### config.mk
export PLATFORM = sky130hd
export DESIGN_NAME = bmsce_cmp2_top
export DESIGN_NICKNAME = d
export VERILOG_FILES = /design/src/rtl/bmsce_cmp_pkg.sv /design/src/rtl/bmsce_cmp_core.sv /design/src/rtl/bmsce_cmp2_top.sv
export SDC_FILE = /design/constraint.sdc
export NUM_CORES = 1
export LEC_CHECK = 0
export CAP_MARGIN = 30
export CORE_MARGIN = 2
export CORE_UTILIZATION = 34
export CTS_CLUSTER_DIAMETER = 50
export CTS_CLUSTER_SIZE = 8
export DETAILED_ROUTE_END_ITERATION = 7
export PLACE_DENSITY = 0.84
export SLEW_MARGIN = 40
export SYNTH_ARGS = -nofsm -noshare
export SYNTH_HDL_FRONTEND = slang
export SYNTH_HIERARCHICAL = 1
export SYNTH_SLANG_ARGS = --single-unit
### constraint.sdc
create_clock -name clk -period 2.4 [get_ports clk]
set_input_delay 0.36 -clock clk [delete_from_list [all_inputs] [get_ports clk]]
set_output_delay 0.36 -clock clk [all_outputs]
set_load 0.02 [all_outputs]
### src/rtl/bmsce_cmp_pkg.sv
// Shared bit positions for the comparator tile's uo_out map.
package bmsce_cmp_pkg;

    localparam int unsigned GT      = 0;
    localparam int unsigned EQ      = 1;
    localparam int unsigned LT      = 2;
    localparam int unsigned CHG     = 3;
    localparam int unsigned CNT_LSB = 4;
    localparam int unsigned RES_W   = 3;

endpackage

### src/rtl/bmsce_cmp_core.sv
// Combinational unsigned magnitude compare of two WIDTH-bit operands.
module bmsce_cmp_core #(
    parameter int WIDTH = 2
) (
    input  logic [WIDTH-1:0] a,
    input  logic [WIDTH-1:0] b,
    output logic             gt,
    output logic             eq,
    output logic             lt
);

    assign gt = (a > b);
    assign eq = (a == b);
    assign lt = (a < b);

endmodule

### src/rtl/bmsce_cmp2_top.sv
// TinyTapeout tile: registered one-hot compare flags, change strobe and
// saturating equal-event counter. rst_n is active-high despite its name.
module bmsce_cmp2_top
    import bmsce_cmp_pkg::*;
#(
    parameter int WIDTH = 2,
    parameter int CNT_W = 4
) (
    input  logic       clk,
    input  logic       rst_n,
    input  logic       ena,
    input  logic [7:0] ui_in,
    input  logic [7:0] uio_in,
    output logic [7:0] uo_out,
    output logic [7:0] uio_out,
    output logic [7:0] uio_oe
);

    logic             gt, eq, lt;
    logic [RES_W-1:0] res_d, res_q;
    logic [RES_W-1:0] prev_res_q;
    logic             chg_d, chg_q;
    logic [CNT_W-1:0] eq_cnt_d, eq_cnt_q;

    // Harness inputs that carry no function in this tile.
    logic unused_inputs;
    assign unused_inputs = &{1'b0, ena, uio_in, ui_in};

    bmsce_cmp_core #(.WIDTH(WIDTH)) u_core (
        .a  (ui_in[WIDTH-1:0]),
        .b  (ui_in[2*WIDTH-1:WIDTH]),
        .gt (gt),
        .eq (eq),
        .lt (lt)
    );

    always_comb begin
        res_d     = '0;
        res_d[GT] = gt;
        res_d[EQ] = eq;
        res_d[LT] = lt;
    end

    // prev_res_q starts at zero so the first result after reset always strobes.
    assign chg_d = (res_d != prev_res_q);

    always_comb begin
        eq_cnt_d = eq_cnt_q;
        if (eq && (eq_cnt_q != {CNT_W{1'b1}})) begin
            eq_cnt_d = eq_cnt_q + 1'b1;
        end
    end

    always_ff @(posedge clk) begin
        if (rst_n) begin
            res_q      <= '0;
            prev_res_q <= '0;
            chg_q      <= 1'b0;
            eq_cnt_q   <= '0;
        end else begin
            res_q      <= res_d;
            prev_res_q <= res_d;
            chg_q      <= chg_d;
            eq_cnt_q   <= eq_cnt_d;
        end
    end

    always_comb begin
        uo_out                      = '0;
        uo_out[RES_W-1:0]           = res_q;
        uo_out[CHG]                 = chg_q;
        uo_out[CNT_LSB +: CNT_W]    = eq_cnt_q;
    end

    assign uio_out = 8'h00;
    assign uio_oe  = 8'h00;

endmodule

==> impl_metrics.json <==
{
  "status": "complete, no violations",
  "cp_slowest_stage_delay_ps": 450,
  "layout-drive-gt1-share_pct": 8.22,
  "cts-resized-gates": 0,
  "grt_pass1_wl_um": 1150,
  "syn_to_final_growth_pct": 18.3,
  "insertion_delay_ps": 250,
  "seq_area_um2": 160,
  "wirelength_um": 766,
  "internal_power_uw": 246,
  "timing.rr.start": "eq_cnt_q[0]$_SDFFE_PP0P_",
  "design_area_um2": 623,
  "remaining_drc_errors": 0,
  "cts-root-buf": "clkbuf_4",
  "p_seq_share_pct": 42.2,
  "num_rows": 14,
  "gp_congestion": 0.719,
  "yosysTopAreaCell": "dfxtp_1",
  "die-area_mm2": 0.00188,
  "grt_antenna_before_repair": 0,
  "die_h_um": 43.4,
  "synth_area_per_cell_um2": 8.78,
  "grt_pass1_vias": 278,
  "slowest_stage": "clkdlybuf4s50_1",
  "r2r_slack_ps": 1030,
  "critPathKind": "input pin to flip-flop",
  "fin_crit_sh_pct": 72.0,
  "powerDensity_mw_per_mm2": 571,
  "drv_slew": 0,
  "reg2reg_depth": 4,
  "grt_overflow": 0,
  "postCtsSetupBuffers": 0,
  "yosysSeqAreaShare_pct": 30.4,
  "cts_tree": "done",
  "core_mm2": 0.00147,
  "p_switching_uw": 110,
  "crit_path_start_kind": "input pin",
  "synth_top_cell_area_share_pct": 30.4,
  "power_frac_clock_pct": 28.4,
  "ant_nets": 0,
  "antennaDiodeCount": 0,
  "rr_endpoint": "eq_cnt_q[0]$_SDFFE_PP0P_",
  "syn_inst": 60,
  "p_leak_uw": 0.000281,
  "endpoint_kind": "flip-flop",
  "hold_buffers": 0,
  "dp_hpwl_um": 602,
  "grt_usage_pct": 8.43,
  "crit_chain": "clkdlybuf4s50_1, inv_1, ha_1, and2_4, inv_1, nor2_2, mux2_4",
  "fin_crit_ps": 1730,
  "ys_warn_count": 6,
  "min_path_type": "flip-flop to flip-flop",
  "cp.arrival_ps": 1870,
  "firstDrtPassIters": 4,
  "syn_area_um2": 527,
  "fillerInstances": 158,
  "swShare_pct": 30.8,
  "setup_tns_ps": 0,
  "critPathMaxFanout": 6,
  "pwr-share-comb_pct": 29.5,
  "final_util_pct": 42.3,
  "cts_num_sinks": 8,
  "num_vias": 374,
  "wl_per_cell_um": 8.61,
  "hold_depth": 2,
  "multi_input_area_um2": 275,
  "grt_max_degree": 11,
  "setup-violations-final": 0,
  "htree_levels": 1,
  "max_freq_ghz": 0.578,
  "drt-vias-per-instance": 4.20,
  "drt_iter0_markers": 4,
  "die_width_um": 43.4,
  "cts_buffer_depth": 2,
  "fin_skew_ps": 3.18,
  "io_buffers": 13,
  "critPathMostFrequentCell": "inv_1",
  "required_ps": 2540,
  "whs_endpoint": "eq_cnt_q[1]$_SDFFE_PP0P_",
  "finalNetCount": 97,
  "initial_core_util_pct": 35.8,
  "clk_pin_slew_worst_paths_ps": 50,
  "cts_buffers": 3,
  "grt_setup_unrepaired": "false",
  "hold_path.startpoint": "eq_cnt_q[1]$_SDFFE_PP0P_",
  "hold_viol_final": 0,
  "synth-seq-cells": 8,
  "yosys-top-cells-area": "dfxtp_1, buf_4, ha_1, xnor2_1, nand2b_1",
  "dpl_cell_area_um2": 601,
  "maxCapViolCount": 0,
  "synth.distinct_cells": 23,
  "ir_worst_vdd_mv": 0.357,
  "num_io_pins": 43
}
==> stage by stage <==
stage | hold WS [ps] | cells | power, uW | setup slack, ps
finish | 513 | 89 | 356 | 671
global route | 551 | 89 | 377 | 622
CTS | 510 | 89 | 361 | 667
detailed placement | 503 | 86 | 257 | 424
global placement | 490 | 86 | 255 | 444
floorplan | 572 | 75 | 248 | 967
==> registers in the layout, summed over array words and instances, names as in the netlist <==
register and count:
eq_cnt_q 4, prev_res_q 3, chg_q 1
==> cell families after synthesis <==
logic type,Yosys count,share of synthesized area (%)
compound gates,5,4.99
xor+xnor,3,4.99
fa+ha+maj,3,7.13
buf+inv,22,28.0
flops,8,30.4
mux,2,4.75
other cells,1,0.712
simple gates,16,19.0
==> power groups by stage <==
stage,Combinational [uW],Sequential [uW],Clock (uW)
after floorplan,87.3,161,0
after global placement,103,152,0
after detailed placement,104,153,0
after CTS,105,150,105
after global routing,112,151,113
final,105,150,101
==> area by class of cell <==
class | instances | share of cell area, %
multi-input cells | 45 | 44.2
well taps | 16 | 3.21
flip-flops and latches | 8 | 25.7
inverters | 4 | 2.41
repair buffers | 13 | 20.9
clock buffers | 3 | 3.61
==> cells in the mapped netlist <==
| cell type | number |
|---|---|
| dfxtp_1 | 8 |
| and2_1 | 1 |
| and3_1 | 1 |
| buf_4 | 17 |
| inv_1 | 4 |
| and2_4 | 1 |
| and4b_1 | 1 |
| nor2_2 | 1 |
| nand2b_1 | 3 |
| a31oi_1 | 1 |
| or2_0 | 1 |
| nand4_1 | 1 |
| o21ai_0 | 1 |
| nor2b_1 | 3 |
| nor3_1 | 1 |
| conb_1 | 1 |
| nor2_1 | 2 |
| xnor2_1 | 3 |
| ha_1 | 3 |
| mux2_4 | 1 |
| a21oi_1 | 3 |
| mux2i_1 | 1 |
| buf_2 | 1 |
==> worst max path at each step <==
| stage | from | end | slack, ps | cells after the start |
|---|---|---|---|---|
| 2_1_floorplan | ui_in[3] | eq_cnt_q[0]$_SDFFE_PP0P_ | 970 | 6 |
| 3_3_place_gp | ui_in[3] | eq_cnt_q[0]$_SDFFE_PP0P_ | 440 | 7 |
| 3_5_place_dp | ui_in[3] | eq_cnt_q[0]$_SDFFE_PP0P_ | 420 | 7 |
| 4_1_cts | ui_in[3] | eq_cnt_q[0]$_SDFFE_PP0P_ | 670 | 7 |
| 5_1_grt | ui_in[3] | eq_cnt_q[0]$_SDFFE_PP0P_ | 620 | 7 |
| 6_report | ui_in[3] | eq_cnt_q[0]$_SDFFE_PP0P_ | 670 | 7 |
==> layout by cell type (no fill, tap or decap), types with 2 or more instances in the layout <==
master and n:
ha_1 3, clkbuf_4 3, xnor2_1 3, a21oi_1 3, inv_1 4, nand2b_1 3
nor2_1 2, nor2b_1 3, dfxtp_1 8, conb_1 16, clkdlybuf4s50_1 13
==> worst max-delay path, delay by kind of cell <==
family / cells / cell delay (ps)
buffers and inverters: 3 / 560
and+or+nand+nor: 2 / 350
muxes: 1 / 310
adders and majority gates: 1 / 280
==> routing by layer <==
metal	up-vias	GRT usage, %	routed length, um
li1	187	-	-
met1	166	9.30	330
met2	21	12.8	351
met3	0	6.67	85
met4	0	1.82	0
met5	-	0	0
Power figures use the tool's default switching activity.
